[config.mk]
export PLATFORM = sky130hd
export DESIGN_NAME = pipelined_addsub_flat
export DESIGN_NICKNAME = d
export VERILOG_FILES = /design/src/rtl/alu_pkg.sv /design/src/rtl/pipelined_addsub_if.sv /design/src/rtl/adder_segment.sv /design/src/rtl/pipelined_addsub.sv /design/src/flat_wrapper.sv
export SDC_FILE = /design/constraint.sdc
export NUM_CORES = 1
export LEC_CHECK = 0
export CELL_PAD_IN_SITES_DETAIL_PLACEMENT = 0
export CELL_PAD_IN_SITES_GLOBAL_PLACEMENT = 2
export CORE_ASPECT_RATIO = 1.5
export CORE_MARGIN = 4
export CORE_UTILIZATION = 39
export DETAILED_ROUTE_END_ITERATION = 7
export GPL_TIMING_DRIVEN = 1
export PLACE_DENSITY = 0.84
export SKIP_CTS_REPAIR_TIMING = 1
export SKIP_LAST_GASP = 1
export SLEW_MARGIN = 0
export SYNTH_ARGS = -nofsm -noshare
export SYNTH_HDL_FRONTEND = slang
export SYNTH_HIERARCHICAL = 1
export SYNTH_SLANG_ARGS = --single-unit
[constraint.sdc]
create_clock -name clk -period 7.7 [get_ports clk]
set_input_delay 1.54 -clock clk [delete_from_list [all_inputs] [get_ports clk]]
set_output_delay 1.54 -clock clk [all_outputs]
set_load 0.005 [all_outputs]
[src/rtl/alu_pkg.sv]
// alu_pkg: shared opcodes, result record and segment-width helper for the ALU datapath
package alu_pkg;
  localparam logic OP_ADD = 1'b0;
  localparam logic OP_SUB = 1'b1;
  localparam int ALU_W = 32;
  typedef struct packed {
    logic [ALU_W-1:0] sum;
    logic             cout;
    logic             ovf;
    logic             zero;
  } alu_res_t;
  function automatic int seg_w(input int width, input int stages);
    return width / stages;
  endfunction
endpackage

[src/rtl/pipelined_addsub_if.sv]
// pipelined_addsub_if: operand/result valid-ready bus of the pipelined adder
interface pipelined_addsub_if #(
  parameter int WIDTH = 32
);
  logic             in_valid;
  logic             in_ready;
  logic [WIDTH-1:0] a;
  logic [WIDTH-1:0] b;
  logic             cin;
  logic             sub;
  logic             out_valid;
  logic             out_ready;
  logic [WIDTH-1:0] sum;
  logic             cout;
  logic             ovf;
  logic             zero;
  modport master (
    output in_valid, a, b, cin, sub, out_ready,
    input  in_ready, out_valid, sum, cout, ovf, zero
  );
  modport slave (
    input  in_valid, a, b, cin, sub, out_ready,
    output in_ready, out_valid, sum, cout, ovf, zero
  );
endinterface

[src/rtl/adder_segment.sv]
// adder_segment: combinational SEG-bit ripple chain of full-adder cells
module adder_segment #(
  parameter int SEG = 8
) (
  input  logic [SEG-1:0] a_seg,
  input  logic [SEG-1:0] b_seg,
  input  logic           c_in,
  output logic [SEG-1:0] s_seg,
  output logic           c_out,
  output logic           c_msb_in
);
  logic [SEG:0] w_c;
  // one full-adder cell per bit, carry rippling upward
  always_comb begin
    w_c    = '0;
    s_seg  = '0;
    w_c[0] = c_in;
    for (int i = 0; i < SEG; i++) begin
      s_seg[i]  = a_seg[i] ^ b_seg[i] ^ w_c[i];
      w_c[i+1]  = (a_seg[i] & b_seg[i]) | (w_c[i] & (a_seg[i] ^ b_seg[i]));
    end
  end
  assign c_out    = w_c[SEG];
  assign c_msb_in = w_c[SEG-1];
endmodule

[src/rtl/pipelined_addsub.sv]
// pipelined_addsub: segmented ripple-carry add/sub, one segment and one carry register per stage
module pipelined_addsub
  import alu_pkg::*;
#(
  parameter int WIDTH  = 32,
  parameter int STAGES = 4
) (
  input logic               clk,
  input logic               rst,
  pipelined_addsub_if.slave bus
);
  localparam int SEG = seg_w(WIDTH, STAGES);
  localparam int L   = STAGES - 1;
  logic             r_v   [STAGES];
  logic [WIDTH-1:0] r_a   [STAGES];
  logic [WIDTH-1:0] r_b   [STAGES];
  logic [WIDTH-1:0] r_s   [STAGES];
  logic             r_c   [STAGES];
  logic             r_ovf;
  logic             w_v   [STAGES];
  logic [WIDTH-1:0] w_a   [STAGES];
  logic [WIDTH-1:0] w_b   [STAGES];
  logic [WIDTH-1:0] w_si  [STAGES];
  logic [WIDTH-1:0] w_sn  [STAGES];
  logic             w_ci  [STAGES];
  logic             w_co  [STAGES];
  logic             w_cm  [STAGES];
  logic [SEG-1:0]   w_seg [STAGES];
  logic             w_stall;
  assign w_stall       = r_v[L] & ~bus.out_ready;
  assign bus.in_ready  = ~w_stall;
  assign bus.out_valid = r_v[L];
  assign bus.sum       = r_s[L];
  assign bus.cout      = r_c[L];
  assign bus.ovf       = r_ovf;
  assign bus.zero      = r_v[L] & ~|r_s[L];
  genvar k;
  for (k = 0; k < STAGES; k++) begin : g_st
    localparam logic [WIDTH-1:0] M = ({WIDTH{1'b1}} >> (WIDTH - SEG)) << (k * SEG);
    if (k == 0) begin : g_in
      assign w_v[0]  = bus.in_valid & ~w_stall;
      assign w_a[0]  = bus.a;
      assign w_b[0]  = (bus.sub == OP_ADD) ? bus.b : ~bus.b;
      assign w_ci[0] = bus.cin ^ (bus.sub == OP_SUB);
      assign w_si[0] = '0;
    end else begin : g_fw
      assign w_v[k]  = r_v[k-1];
      assign w_a[k]  = r_a[k-1];
      assign w_b[k]  = r_b[k-1];
      assign w_ci[k] = r_c[k-1];
      assign w_si[k] = r_s[k-1];
    end
    adder_segment #(.SEG(SEG)) u_seg (
      .a_seg    (w_a[k][k*SEG +: SEG]),
      .b_seg    (w_b[k][k*SEG +: SEG]),
      .c_in     (w_ci[k]),
      .s_seg    (w_seg[k]),
      .c_out    (w_co[k]),
      .c_msb_in (w_cm[k])
    );
    assign w_sn[k] = (w_si[k] & ~M) | (WIDTH'(w_seg[k]) << (k * SEG));
  end
  // advance all stages unless stalled; bubbles move valid=0 but leave data untouched
  always_ff @(posedge clk or posedge rst) begin
    if (rst) begin
      for (int i = 0; i < STAGES; i++) begin
        r_v[i] <= 1'b0;
        r_a[i] <= '0;
        r_b[i] <= '0;
        r_s[i] <= '0;
        r_c[i] <= 1'b0;
      end
      r_ovf <= 1'b0;
    end else if (!w_stall) begin
      for (int i = 0; i < STAGES; i++) begin
        r_v[i] <= w_v[i];
        if (w_v[i]) begin
          r_a[i] <= w_a[i];
          r_b[i] <= w_b[i];
          r_s[i] <= w_sn[i];
          r_c[i] <= w_co[i];
        end
      end
      if (w_v[L]) r_ovf <= w_co[L] ^ w_cm[L];
    end
  end
endmodule

[src/flat_wrapper.sv]
// flat-port wrapper written by rule: the top's interface ports become plain ports
module pipelined_addsub_flat import alu_pkg::*;
#(
  parameter int WIDTH  = 32,
  parameter int STAGES = 4
)
  (clk, rst, bus_in_valid, bus_a, bus_b, bus_cin, bus_sub, bus_out_ready, bus_in_ready, bus_out_valid, bus_sum, bus_cout, bus_ovf, bus_zero);
  pipelined_addsub_if #(.WIDTH(WIDTH)) bus_i ();
  input logic clk;
  input logic rst;
  input wire logic [$bits(bus_i.in_valid)-1:0] bus_in_valid;
  input wire logic [$bits(bus_i.a)-1:0] bus_a;
  input wire logic [$bits(bus_i.b)-1:0] bus_b;
  input wire logic [$bits(bus_i.cin)-1:0] bus_cin;
  input wire logic [$bits(bus_i.sub)-1:0] bus_sub;
  input wire logic [$bits(bus_i.out_ready)-1:0] bus_out_ready;
  output wire logic [$bits(bus_i.in_ready)-1:0] bus_in_ready;
  output wire logic [$bits(bus_i.out_valid)-1:0] bus_out_valid;
  output wire logic [$bits(bus_i.sum)-1:0] bus_sum;
  output wire logic [$bits(bus_i.cout)-1:0] bus_cout;
  output wire logic [$bits(bus_i.ovf)-1:0] bus_ovf;
  output wire logic [$bits(bus_i.zero)-1:0] bus_zero;
  assign bus_i.in_valid = bus_in_valid;
  assign bus_i.a = bus_a;
  assign bus_i.b = bus_b;
  assign bus_i.cin = bus_cin;
  assign bus_i.sub = bus_sub;
  assign bus_i.out_ready = bus_out_ready;
  assign bus_in_ready = bus_i.in_ready;
  assign bus_out_valid = bus_i.out_valid;
  assign bus_sum = bus_i.sum;
  assign bus_cout = bus_i.cout;
  assign bus_ovf = bus_i.ovf;
  assign bus_zero = bus_i.zero;
  pipelined_addsub #(.WIDTH(WIDTH), .STAGES(STAGES)) u_core (.clk(clk), .rst(rst), .bus(bus_i));
endmodule
==> flow_summary.ini, run 1 <==
[cts]
cts_tree = done
numCtsBuffers = 17
cts_root_buffer = clkbuf_16
path_clk_slew_ps = 70
clock_latency_ps = 420
ctsHtreeMaxLevel = 4
cts.sinks = 185
clock_path_buffers = 2

[yosys]
yosys.cell_count.top_type = dfrtp_1
yosysSeqAreaShare = 0.558
syn_nets = 683
syn_area_mm2 = 0.00829
synth.distinct_cells = 22
synthCells = 581
synth-seq-cells = 185
ys_warn_count = 6
yosysTopAreaCell = dfrtp_1
yosysTopAreaCellShare = 0.558
syn_avg_cell_area_um2 = 14.3
synth-edff-count = 0
yosys_most_used_dff = dfrtp_1
synth_common_cells = dfrtp_1, mux2_2, a21oi_1
async_flop_share = 1.00
yosys-top-cells-area = dfrtp_1, mux2_2, fa_1

[placed_design]
dp.cells = 901
hpwl_mm = 11.5
place.port_buffers = 106
place.gp.congestion = 0.731
place_ws_ps = 2130

[hold_path]
hold_depth = 2
hp-class = flip-flop to flip-flop

[worst_setup_path]
rr_worst_depth = 14
crit_path_frequent_cell = fa_1
cp_max_fo = 1
timing.critical_path.required_ps = 8000
startpoint_type = input port
cp-end-kind = flip-flop
cp.arrival_ps = 5430
crit_type = input port to flip-flop
path_cells = clkdlybuf4s50_1 -> xor2_1 -> fa_1 -> inv_1 -> fa_1 -> inv_1 -> fa_1 -> fa_1 -> fa_1 -> fa_1 -> inv_1 -> fa_1 -> inv_1 -> fa_1 -> mux2_2
slowest_delay_ps = 440
slowest_stage = fa_1

[power_and_ir_drop]
cellPowerDensity_mw_per_mm2 = 400
power.static_leakage_nw = 4.16
ir_drop_mv = 0.183
p_total_mw = 3.96

[floorplan]
dieArea_mm2 = 0.0237
start_util = 0.395
core_mm2 = 0.0210
die_w_um = 127
num_rows = 65
num_io_pins = 107
die_y_um = 187

[sta]
finClkSkew_ps = 8.65
drv_slew = 0
relSlewSlack = 0.270
setup_viol = 0
fin_crit_sh = 0.667
tns_ps = 0
min_period_ps = 5130
setup_slack_ps = 2570
holdWs_ps = 490
hold_viol_final = 0
tightest_slew_ps = 1090
rsz0062_at_grt = no
clock.fmax_ghz = 0.195

[run]
maxCapViolCount = 0

[layout]
final_nets = 754
fill_cells = 1861
antenna-diode-count = 0
multi_input_area_mm2 = 0.00309
register_area_mm2 = 0.00463
syn_to_final_growth_pct = 19.4
drive_gt1_frac = 0.304
fin_cells = 933

[routing]
drc = 0
postRouteWirelength_mm = 16.1
routedWlPerCell_um = 17.3
first_iter_violations = 203
via_count = 4484
firstDrtPassIters = 4
vias_per_cell = 4.81
drtAntennaViolNets = 0

[global_routing]
grt_max_degree = 80
overflow = 0
grt_antenna_before_repair = 0
grt_pass1_wl_mm = 26.5
grt_usage = 0.142
grt_pass1_vias = 5010

[outcome]
outcome = finished clean
[per-stage QoR]
stage / instance area (um2) / utilization
floorplan: 8290 / -
global placement: 9330 / 0.445
detailed placement: 9330 / 0.445
CTS: 9900 / 0.472
global route: 9900 / 0.472
finish: 9900 / 0.472
[worst paths after layout]
kind,endpoint,slack [ps],start
min in group asynchronous,u_core/r_a[107],1570,rst
worst max register to register,u_core/bus.ovf,3800,u_core/r_a[56]
worst min-delay path,u_core/bus.out_valid,490,u_core/r_v[1]
max in group asynchronous,u_core/r_v[1],4910,rst
worst min register to register,u_core/bus.out_valid,490,u_core/r_v[1]
worst max-delay path,u_core/r_s[103],2570,bus_b[0]
[power breakdown]
part / internal [mW] / switching, mW / leakage, nW
logic: 0.855 / 0.555 / 1.74
registers: 1.43 / 0.286 / 2.13
clock network: 0.437 / 0.399 / 0.281
[cells by family after synthesis]
logic type | after synthesis | synth area share
AOI/OAI and AO/OA | 50 | 0.0302
xor gates and xnor gates | 34 | 0.0359
adders and majority gates | 32 | 0.0773
buffers and inverters | 104 | 0.0691
and+or+nand+nor | 18 | 0.0125
DFF | 185 | 0.558
muxes | 158 | 0.216
[metal layers]
layer / GRT usage / vias to the layer above / share of wire
met3: 0.0304 / 18 / 0.031
li1: - / 2054 / -
met2: 0.250 / 78 / 0.54
met1: 0.173 / 2334 / 0.41
met4: 0.0458 / 0 / 0.019
met5: 0 / - / 0
[final cells by class]
type,count,area share
clock buffer,18,0.0444
multi-input combinational,292,0.312
sequential,185,0.468
inverter,43,0.0168
timing repair buffer,113,0.112
tap,268,0.0339
clock inverter,14,0.0128
[critical path: cells and delay by family]
family,cells,cell delay (ps)
adder cells (fa/ha/maj),8,2770
buffers and inverters,5,700
multiplexers,1,270
XOR/XNOR,1,170
[sequential cells by signal (all words and copies together) (netlist names)]
| name | count |
|---|---|
| u_core/r_v | 3 |
| u_core/bus.out_valid | 1 |
| u_core/bus.cout | 1 |
| u_core/bus.ovf | 1 |
| u_core/r_a | 48 |
| u_core/r_b | 48 |
| u_core/bus.sum | 32 |
| u_core/r_c | 3 |
| u_core/r_s | 48 |
[cell usage in the layout, fill, tap and decap left out, drive strengths merged]
master / n
dfrtp: 185
mux2: 158
clkdlybuf4s50: 105
inv: 51
a21oi: 48
fa: 32
xnor2: 24
clkbuf: 18
xor2: 10
buf: 8
nor4: 6
clkinv: 5
nand2: 4
nand4: 2
o21ai: 2
clkinvlp: 1
nand2b: 1
and2: 1
nor4b: 1
nor2: 1
or3: 1
nor3: 1
Power figures use the tool's default switching activity.
==> run 2, diff against run 1 <==
clock period = 5 ns   (was 7.7 ns; I/O delays follow)
==> run 2 against run 1 <==
Effect of this change: cell count fell by 0.11%; clock skew down 1.3 ps; register-to-register slack worse by 2700 ps; routed wire length rose by 0.42%; count of clock-buffer cells in the layout rose by 2; die area unchanged; worst setup slack got worse by 2100 ps; largest cell class unchanged.
==> flow_summary.ini, run 2 (same netlist as run 1, synthesis figures left out) <==
[outcome]
outcome = finished clean

[layout]
final_cell_mix = dfrtp_1, mux2_2, clkdlybuf4s50_1
syn_to_final_growth_pct = 20.4
antenna-diode-count = 0
fin_util = 0.476
layout_commonest_cell = dfrtp_1
drive_gt1_frac = 0.303
largest_registers = u_core/r_a x48, u_core/r_b x48, u_core/r_s x48
final_nets = 754

[routing]
routedWlPerCell_um = 17.4
first_iter_violations = 236
firstDrtPassIters = 4
vias_per_cell = 4.82
via_count = 4494
drc = 0
postRouteWirelength_mm = 16.2
drtAntennaViolNets = 0

[worst_setup_path]
timing.critical_path.required_ps = 5300
startpoint_type = input port
cp-end-kind = flip-flop
rr_worst_depth = 14
cp.arrival_ps = 4810
crit_type = input port to flip-flop
reg2reg_slack_ps = 1080
cp_max_fo = 1

[power_and_ir_drop]
ir_drop_mv = 0.256
power.static_leakage_nw = 4.19
p_total_mw = 6.25
cellPowerDensity_mw_per_mm2 = 627

[cts]
clock_latency_ps = 420
ctsHtreeMaxLevel = 4
cts_tree = done
clock_path_buffers = 2
cts.sinks = 185
numCtsBuffers = 17
cts_root_buffer = clkbuf_16
path_clk_slew_ps = 60

[floorplan]
dieArea_mm2 = 0.0237
die_w_um = 127
core_mm2 = 0.0210
num_io_pins = 107
die_y_um = 187
start_util = 0.395
num_rows = 65

[global_routing]
grt_pass1_vias = 4990
grt_usage = 0.143
grt_antenna_before_repair = 1
overflow = 0
grt_pass1_wl_mm = 26.5
grt_max_degree = 186

[sta]
tightest_slew_ps = 1110
fin_crit_sh = 0.901
drv_slew = 0
relSlewSlack = 0.257
min_period_ps = 4510
hold_viol_final = 0
clock.fmax_ghz = 0.222
finClkSkew_ps = 7.34
tns_ps = 0
rsz0062_at_grt = no
setup_slack_ps = 493
setup_viol = 0

[placed_design]
place.port_buffers = 106
place_ws_ps = 47.2
hpwl_mm = 11.3
place.gp.congestion = 0.750

[hold_path]
hold_depth = 2
hp-class = flip-flop to flip-flop

[run]
maxCapViolCount = 0
-- run 2: cell count changes in the layout (fill, tap and decap cells not counted), moves of 2 or more --
cell,delta
inv_8,-5
bufinv_16,+4
clkbuf_8,+2
inv_6,-3
-- run 2: final cells by class --
| type | count | area (um2) |
|---|---|---|
| Fill cell | 1864 | 11000 |
| Tap cell | 268 | 335 |
| Clock buffer | 20 | 467 |
| Timing Repair Buffer | 113 | 1120 |
| Inverter | 43 | 165 |
| Sequential cell | 185 | 4630 |
| Multi-Input combinational cell | 292 | 3090 |
| Clock inverter | 11 | 169 |
-- run 2: worst max-delay path, cell delays in order --
cell and delay, ps:
clkdlybuf4s50_1 420, xor2_1 170, fa_1 390, inv_1 80
fa_1 150, inv_1 50, fa_1 410, fa_1 400
fa_1 400, fa_1 370, inv_1 80, fa_1 160
inv_1 50, fa_1 420, mux2_2 270
-- run 2: stage by stage --
stage	cells	hold WS, ps	cell area, um2
floorplan	581	436	8290
global placement	901	454	9340
detailed placement	901	468	9340
CTS	932	484	9980
global route	932	513	9980
finish	932	477	9980
-- run 2: final timing paths --
path / to / from
setup / recovery: u_core/r_s[103] / bus_b[0]
hold / removal: u_core/bus.out_valid / u_core/r_v[1]
setup reg to reg: u_core/bus.ovf / u_core/r_a[56]
hold reg to reg: u_core/bus.out_valid / u_core/r_v[1]
max in group asynchronous: u_core/r_b[83] / rst
min in group asynchronous: u_core/r_a[108] / rst
-- run 2: where the power goes --
| part | leakage, nW | total (mW) | internal (mW) | switching [mW] |
|---|---|---|---|---|
| combinational | 1.74 | 2.19 | 1.33 | 0.864 |
| sequential | 2.13 | 2.64 | 2.20 | 0.439 |
| clock | 0.312 | 1.43 | 0.875 | 0.552 |
| total | 4.19 | 6.25 | 4.40 | 1.85 |
-- run 2: routing by layer --
metal  wire length, um  global-route usage  up-vias
li1                  -                   -     2065
met1              6420               0.168     2344
met2              9000               0.256       68
met3               533              0.0344       15
met4               224              0.0438        2
met5                13                   0        -
==> run 3, diff against run 2 <==
GPL_ROUTABILITY_DRIVEN = 1   (was not set)
==> results of run 3 <==
Same layout as run 2: the final DEF is identical, and so are final timing and power.
